===== config.mk =====
export PLATFORM = sky130hd
export DESIGN_NAME = ag_telemetry_uart
export DESIGN_NICKNAME = d
export VERILOG_FILES = /design/src/rtl/ag_telemetry_uart.sv
export SDC_FILE = /design/constraint.sdc
export NUM_CORES = 1
export LEC_CHECK = 0
export CELL_PAD_IN_SITES_DETAIL_PLACEMENT = 1
export CELL_PAD_IN_SITES_GLOBAL_PLACEMENT = 1
export CORE_MARGIN = 10
export CORE_UTILIZATION = 47
export CTS_BUF_LIST = sky130_fd_sc_hd__clkbuf_4
export CTS_CLUSTER_DIAMETER = 80
export DETAILED_ROUTE_END_ITERATION = 16
export GPL_TIMING_DRIVEN = 0
export HOLD_SLACK_MARGIN = 0.03
export PLACE_DENSITY = 0.89
export SLEW_MARGIN = 20
export SYNTH_ARGS = -nofsm -noshare
export SYNTH_HDL_FRONTEND = slang
export SYNTH_SLANG_ARGS = --single-unit

===== constraint.sdc =====
create_clock -name clk -period 4.21 [get_ports clk]
set_input_delay 0.421 -clock clk [delete_from_list [all_inputs] [get_ports clk]]
set_output_delay 0.421 -clock clk [all_outputs]
set_load 0.01 [all_outputs]

===== src/rtl/ag_telemetry_uart.sv =====
// ag_telemetry_uart
// Snapshots sensor/actuator/status inputs into a 5-byte frame
//   {A5, sensors, status, seq, xor}
// and shifts it out LSB-first as UART 8N1 on uart_tx.
// A frame is launched by a periodic tick, by a change of the status byte,
// or by force_send. At most one further frame is held pending while busy.
//
// state       | meaning
// ------------+---------------------------------------------------------
// S_IDLE      | line idle high, waiting for a trigger or a pending frame
// S_START     | start bit (0) of the current byte
// S_DATA      | data bits of the current byte, LSB first
// S_STOP      | stop bit (1); then the next byte or the frame end
// S_FRAME_END | one cycle: frame_done pulse, sequence number advances
module ag_telemetry_uart #(
    parameter int CLKS_PER_BIT  = 217,
    parameter int REPORT_PERIOD = 25_000_000
) (
    input  logic       clk,
    input  logic       rst,
    input  logic       ena,
    input  logic [7:0] sensor_bits,
    input  logic [4:0] act_bits,
    input  logic       flag_fault,
    input  logic [1:0] crop_select,
    input  logic       force_send,
    output logic       uart_tx,
    output logic       tx_busy,
    output logic       frame_done
);

    localparam int BAUD_W = (CLKS_PER_BIT > 1) ? $clog2(CLKS_PER_BIT) : 1;
    localparam int PER_W  = (REPORT_PERIOD > 1) ? $clog2(REPORT_PERIOD) : 1;
    localparam logic [BAUD_W-1:0] BAUD_LOAD = BAUD_W'(CLKS_PER_BIT - 1);
    localparam logic [PER_W-1:0]  PER_LAST  = PER_W'(REPORT_PERIOD - 1);
    localparam logic [7:0]        SYNC_BYTE = 8'hA5;

    typedef enum logic [2:0] {
        S_IDLE      = 3'd0,
        S_START     = 3'd1,
        S_DATA      = 3'd2,
        S_STOP      = 3'd3,
        S_FRAME_END = 3'd4
    } state_t;

    state_t            state;
    state_t            state_d;

    logic [BAUD_W-1:0] baud_cnt;
    logic [BAUD_W-1:0] baud_d;
    logic [2:0]        bit_idx;
    logic [2:0]        bit_idx_d;
    logic [2:0]        byte_idx;
    logic [2:0]        byte_idx_d;

    logic [PER_W-1:0]  period_cnt;
    logic              period_hit;
    logic              pending;
    logic [7:0]        last_status;
    logic [7:0]        live_status;
    logic [7:0]        seq;

    logic [7:0]        snap_sensor;
    logic [7:0]        snap_status;
    logic [7:0]        snap_seq;
    logic [7:0]        checksum;
    logic [7:0]        byte_mux;

    logic              trigger;
    logic              bit_end;
    logic              launch;
    logic              tx_d;
    logic              busy_d;
    logic              done_d;

    assign live_status = {crop_select, flag_fault, act_bits};
    assign period_hit  = (period_cnt == PER_LAST);
    assign trigger     = force_send | period_hit | (live_status != last_status);
    assign bit_end     = (baud_cnt == '0);
    assign checksum    = SYNC_BYTE ^ snap_sensor ^ snap_status ^ snap_seq;

    // State register; everything freezes while ena is low.
    always_ff @(posedge clk) begin
        if (rst) begin
            state <= S_IDLE;
        end else if (ena) begin
            state <= state_d;
        end
    end

    // Next-state logic plus next values of the bit timer and bit/byte indices.
    always_comb begin
        state_d    = state;
        baud_d     = baud_cnt;
        bit_idx_d  = bit_idx;
        byte_idx_d = byte_idx;
        launch     = 1'b0;
        case (state)
            S_IDLE: begin
                if (trigger || pending) begin
                    state_d    = S_START;
                    launch     = 1'b1;
                    baud_d     = BAUD_LOAD;
                    bit_idx_d  = 3'd0;
                    byte_idx_d = 3'd0;
                end
            end
            S_START: begin
                if (bit_end) begin
                    state_d   = S_DATA;
                    baud_d    = BAUD_LOAD;
                    bit_idx_d = 3'd0;
                end else begin
                    baud_d = baud_cnt - 1'b1;
                end
            end
            S_DATA: begin
                if (bit_end) begin
                    baud_d    = BAUD_LOAD;
                    bit_idx_d = bit_idx + 3'd1;
                    if (bit_idx == 3'd7) begin
                        state_d = S_STOP;
                    end
                end else begin
                    baud_d = baud_cnt - 1'b1;
                end
            end
            S_STOP: begin
                if (bit_end) begin
                    baud_d = BAUD_LOAD;
                    if (byte_idx < 3'd4) begin
                        state_d    = S_START;
                        byte_idx_d = byte_idx + 3'd1;
                    end else begin
                        state_d = S_FRAME_END;
                    end
                end else begin
                    baud_d = baud_cnt - 1'b1;
                end
            end
            S_FRAME_END: begin
                state_d = S_IDLE;
            end
            default: begin
                state_d = S_IDLE;
            end
        endcase
    end

    // Byte selected for the next cycle's data bit.
    always_comb begin
        byte_mux = checksum;
        case (byte_idx_d)
            3'd0:    byte_mux = SYNC_BYTE;
            3'd1:    byte_mux = snap_sensor;
            3'd2:    byte_mux = snap_status;
            3'd3:    byte_mux = snap_seq;
            default: byte_mux = checksum;
        endcase
    end

    // Output values decoded from the next state so the pins come straight from flops.
    always_comb begin
        tx_d   = 1'b1;
        busy_d = 1'b0;
        done_d = 1'b0;
        case (state_d)
            S_START: begin
                tx_d   = 1'b0;
                busy_d = 1'b1;
            end
            S_DATA: begin
                tx_d   = byte_mux[bit_idx_d];
                busy_d = 1'b1;
            end
            S_STOP: begin
                busy_d = 1'b1;
            end
            S_FRAME_END: begin
                done_d = 1'b1;
            end
            default: begin
                tx_d = 1'b1;
            end
        endcase
    end

    // Datapath: bit timer, indices, period counter, snapshot, pending flag, sequence.
    always_ff @(posedge clk) begin
        if (rst) begin
            baud_cnt    <= '0;
            bit_idx     <= 3'd0;
            byte_idx    <= 3'd0;
            period_cnt  <= '0;
            pending     <= 1'b0;
            last_status <= 8'h00;
            seq         <= 8'h00;
            snap_sensor <= 8'h00;
            snap_status <= 8'h00;
            snap_seq    <= 8'h00;
            uart_tx     <= 1'b1;
            tx_busy     <= 1'b0;
            frame_done  <= 1'b0;
        end else if (ena) begin
            baud_cnt   <= baud_d;
            bit_idx    <= bit_idx_d;
            byte_idx   <= byte_idx_d;
            uart_tx    <= tx_d;
            tx_busy    <= busy_d;
            frame_done <= done_d;

            // Free-running period counter, independent of frame activity.
            if (period_hit) begin
                period_cnt <= '0;
            end else begin
                period_cnt <= period_cnt + 1'b1;
            end

            // A launch consumes the pending request; any trigger seen outside
            // IDLE (FRAME_END included) leaves exactly one frame pending.
            if (launch) begin
                snap_sensor <= sensor_bits;
                snap_status <= live_status;
                snap_seq    <= seq;
                last_status <= live_status;
                pending     <= 1'b0;
            end else if (trigger && (state != S_IDLE)) begin
                pending <= 1'b1;
            end

            if (state == S_FRAME_END) begin
                seq <= seq + 8'd1;
            end
        end
    end

endmodule


Word-level counts from Yosys, hierarchy flattened:

Index checks and enable logic that the tools add are counted.

* flip-flop bits (word level): 78
* input bits: 20
* output and inout bits: 3

* add/subtract/negate cells: 5
* order comparisons: 2
* equal/unequal tests: 15
* muxes and demuxes: 29
* bitwise gates (word level): 5
* reduce and logical (&&, ||, !) cells: 14

Operators with widths (count)
* 2-to-1 mux 3 bit: 12
* case mux 8 bit (4 select lines): 1
* adder 25 x 1 -> 25 bit, second input constant: 1
* equality test 25 bit, second input constant: 1
* 2-to-1 mux 25 bit: 1
* equality test 3 x 2 -> 1 bit, second input constant: 6
* 2-to-1 mux 8 bit: 2
* case mux 8 bit (2 select lines): 1
* bitwise XOR 8 bit: 2
* case mux 3 bit (4 select lines): 1
* equality test 3 x 1 -> 1 bit, second input constant: 3
* equality test 3 bit, second input constant: 3
* case mux 3 bit (3 select lines): 1
* adder 8 x 1 -> 8 bit, second input constant: 1
* logical NOT 8 bit: 1
* != test 8 bit: 1
* subtractor 8 x 1 -> 8 bit, second input constant: 1
* 2-to-1 mux 1 bit: 7
* adder 3 x 1 -> 3 bit, second input constant: 2
* logical NOT 3 bit: 2
* case mux 3 bit (2 select lines): 1
* AND reduction 2 bit: 3
* OR reduction 3 bit: 2
* < comparator 3 x 4 -> 1 bit, second input constant: 1
* 11 further kinds: 13

Depth between registers and ports, before layout:

* word-level depth: 11
* gate-level depth with buffers: 14
* gate-level depth less buffers: 14

Worst setup path before layout:

OpenSTA, ideal clock, no wires.

* path kind: reg-to-reg
* start: reg baud_cnt[0]
* end: reg uart_tx
* setup time: 86 ps
* data arrival time: 2831 ps
* data required time: 4124 ps
* setup slack: 1292 ps
* stages on the path, launching flop included: 15
* period minus slack after synthesis: 2918 ps
* path through: dfxtp_1 > inv_1 > ha_1 > or3b_2 > nor2_2 > inv_1 > ha_1 > nor2_1 > a31oi_1 > o22ai_1 > a31oi_1 > nand2_1 > a2111oi_2 > nor4b_2 > a221oi_2

* longest elaborated chain between the ends: 8
* elaborated cells on any way between the ends: 20
* classes of those cells: 5 x eq/ne; 13 x mux; 2 x reduce/logical

Ends and longest elaborated chain
* start, declared: line 49 `logic [BAUD_W-1:0] baud_cnt;`
* start signal, assigned: line 205 `baud_cnt <= baud_d;`
* logical NOT 8 bit *: line 79 `assign bit_end = (baud_cnt == '0);`
* 2-to-1 mux 3 bit: line 129 `if (bit_end) begin`
* case mux 3 bit (2 select lines): line 98 `case (state)`
* equality test 3 x 2 -> 1 bit (tied with other cells): line 153 `case (byte_idx_d)`
* case mux 8 bit (4 select lines): line 153
* binary-select mux 1 bit (select 3 bit): line 173 `tx_d = byte_mux[bit_idx_d];`
* 2-to-1 mux 1 bit (implied by the code): line 173
* case mux 1 bit (2 select lines) *: line 167 `case (state_d)`
* end signal, assigned: line 208 `uart_tx <= tx_d;`
* end, declared: line 27 `output logic uart_tx,`

Every way passes the cells marked *; elsewhere a longest branch is shown, timed or not. The select of a mux whose other input is x is not followed.
A chain may end at the register's enable or synchronous reset.

Worst setup path in the final report:

Same ends and word-level chain as after synthesis.

==> results.tsv <==
metric	value	unit
status	finished clean	
p_per_area	321	nW/um^2
htree_levels	3	
nNetsFinal	575	
firstDrtPassIters	5	
antenna_cells	0	
synth-main-ff-cell	dfxtp_1	
crit_path_start	baud_cnt[0]	
ys_seq_elements	78	
syn-cell-area	4170	um^2
rsz0062_at_grt	false	
crit_end	uart_tx	
worstSetupStartpointType	flip-flop	
rrSetupSlack	0.66	ns
io_buffers	22	
worstHoldStart	frame_done	
drive_gt1_frac	0.0725	
die_area	13000	um^2
maxSlewHeadroom	0.478	
cts.repair.resized	0	
area_growth	11.6	%
path_clk_slew	0.13	ns
wl_met3	348	um
finalCriticalPeriod	3.55	ns
cts_made_buffers	9	
io_pins	23	
cts_sinks	78	
core	8680	um^2
crit_type	flip-flop to flip-flop	
drv_cap	0	
worst-path-buf-inv	2	
layout_commonest_cell	nand2_1	
synthArstFlopShare	0	
synthDistinctLibCells	66	
synthesis.nets	542	
dpl_cell_area	4530	um^2
vias	3817	
finalSetupTns	0	ns
met1Wirelength	5400	um
die_h	114	um
grt_pass1_vias	4015	
cts_buffer_depth	2	
postSynthAreaPerCell	8.10	um^2
die_w	114	um
rows	34	
worstHoldPathType	flip-flop to flip-flop	
grt_pass1_wl	19800	um
stdcell_area	4660	um^2
vdd_drop_max	0.200	mV
grt_max_degree	14	
fin_skew	0.0163	ns
initial_core_util	0.481	
tritoncts	built	
cts_hold_buf	0	
dr_wl_met2	5750	um
cts_root_buf	clkbuf_4	
cpLargestDelayFamily	compound AO/OA/AOI/OAI gates	
final_cell_mix	nand2_1 (91), dfxtp_1 (78), nor2_1 (64)	
ys_seq_area_frac	0.374	
end_kind	flip-flop	
max_stage_delay	0.53	ns
antenna_found_initial	0	
fin_crit_sh	0.843	
cts_setup_buffers	0	
power.leakage	0.00162	uW
setup_viol	0	
drv_slew	0	
pre_cts_ws	0.715	ns
cp_max_fo	6	
final_hold_viol_count	0	
drtIter0Drc	127	
worstPathRequired	4.57	ns
path_cells	inv_1 -> ha_1 -> or3b_2 -> nor2_2 -> inv_1 -> ha_1 -> nor2_1 -> a31oi_1 -> o22ai_1 -> a31oi_1 -> nand2_1 -> a2111oi_2 -> nor4b_2 -> a221oi_2	
gp_congestion	0.869	
syn_inst	515	
rr_startpoint	baud_cnt[0]	
post-route-drc-count	0	
arrival	3.91	ns
grtUsageTotal	0.185	
dp_hpwl	9010	um
wl	11700	um
worst_pin_slew	0.777	ns
avgViaCountPerCell	5.78	
synth_edf_count	0	
routedWlPerCell	17.8	um
reg2reg_to	uart_tx	
highest_layer	met4	
synth_warnings	0	
worstSetupPathDepth	14	
grt_overflow_total	0	
r2r_cells	14	
fmax	282	MHz
slowest_stage	or3b_2	
timing.final.ws_setup	0.660	ns
fillers	1127	
clock_latency	0.44	ns
ant_nets	0	
## state kept, by name, summed over array words and instances (netlist names)
register	cells
baud_cnt	8
bit_idx	3
byte_idx	3
frame_done	1
pending	1
period_cnt	25
seq	8
snap_sensor	8
snap_seq	8
snap_status	8
state	3
tx_busy	1
uart_tx	1
## tightest hold or removal path: cells and delay by family (launching register included)
| kind | cells | cell delay [ns] |
|---|---|---|
| flip-flops | 1 | 0.33 |
| AO/OA/AOI/OAI | 1 | 0.05 |
| AND/OR/NAND/NOR | 1 | 0.06 |
## metal layers
metal	vias to the layer above	GRT usage
li1	1862	-
met1	1881	0.226
met2	53	0.317
met3	21	0.0341
met4	0	0.0685
met5	-	0
## stage by stage
stage | hold slack, ns | utilization | power (uW) | instances
after CTS | 0.477 | 0.537 | 1500 | 660
after detailed placement | 0.460 | 0.522 | 1050 | 645
after global placement | 0.453 | 0.522 | 1040 | 645
after floorplan | 0.444 | - | 969 | 515
after global routing | 0.500 | 0.537 | 1560 | 660
final | 0.475 | 0.537 | 1500 | 660
## Yosys cell counts (all sizes together) (9+ instances only)
cell	instances	share of area
a21oi	41	0.050
clkbuf	19	0.017
nor2	66	0.061
nand2	91	0.082
dfxtp	78	0.37
or3	10	0.016
nand4	9	0.013
inv	9	0.0081
nor3	15	0.023
xnor2	27	0.057
xor2	34	0.071
nand3	16	0.019
o21ai	12	0.014
## worst min path at each step
stage                       end  slack, ns  cells past startpoint
floorplan           snap_seq[7]       0.44                      2
global placement     frame_done       0.45                      2
detailed placement   frame_done       0.46                      2
CTS                  frame_done       0.48                      2
global route         frame_done       0.50                      2
finish               frame_done       0.48                      2
## logic make-up after synthesis
group           Yosys count  share of synthesized area
buf+inv                  32                     0.0348
mux                      10                     0.0267
fa+ha+maj                 7                     0.0210
flops                    78                      0.374
xor+xnor                 61                      0.128
compound gates           92                      0.148
simple gates            235                      0.267
## cell type report
type                    count  area [um^2]  share of cell area
inverters                   9         33.8             0.00725
plain buffers              23          111              0.0239
multi-input cells         405         2470               0.529
clock buffers               9         67.6              0.0145
flip-flops and latches     78         1560               0.335
repair buffers             22          220              0.0473
clock inverters             6         62.6              0.0134
well taps                 108          135              0.0290
## power breakdown
part | switching (uW) | total (uW) | internal [uW] | leakage, uW
registers | 32.7 | 799 | 766 | 0.000635
clock network | 281 | 458 | 177 | 0.0000658
logic | 141 | 239 | 98.0 | 0.000921
total | 455 | 1500 | 1040 | 0.00162
No activity file was read; power rests on OpenSTA's default activity.
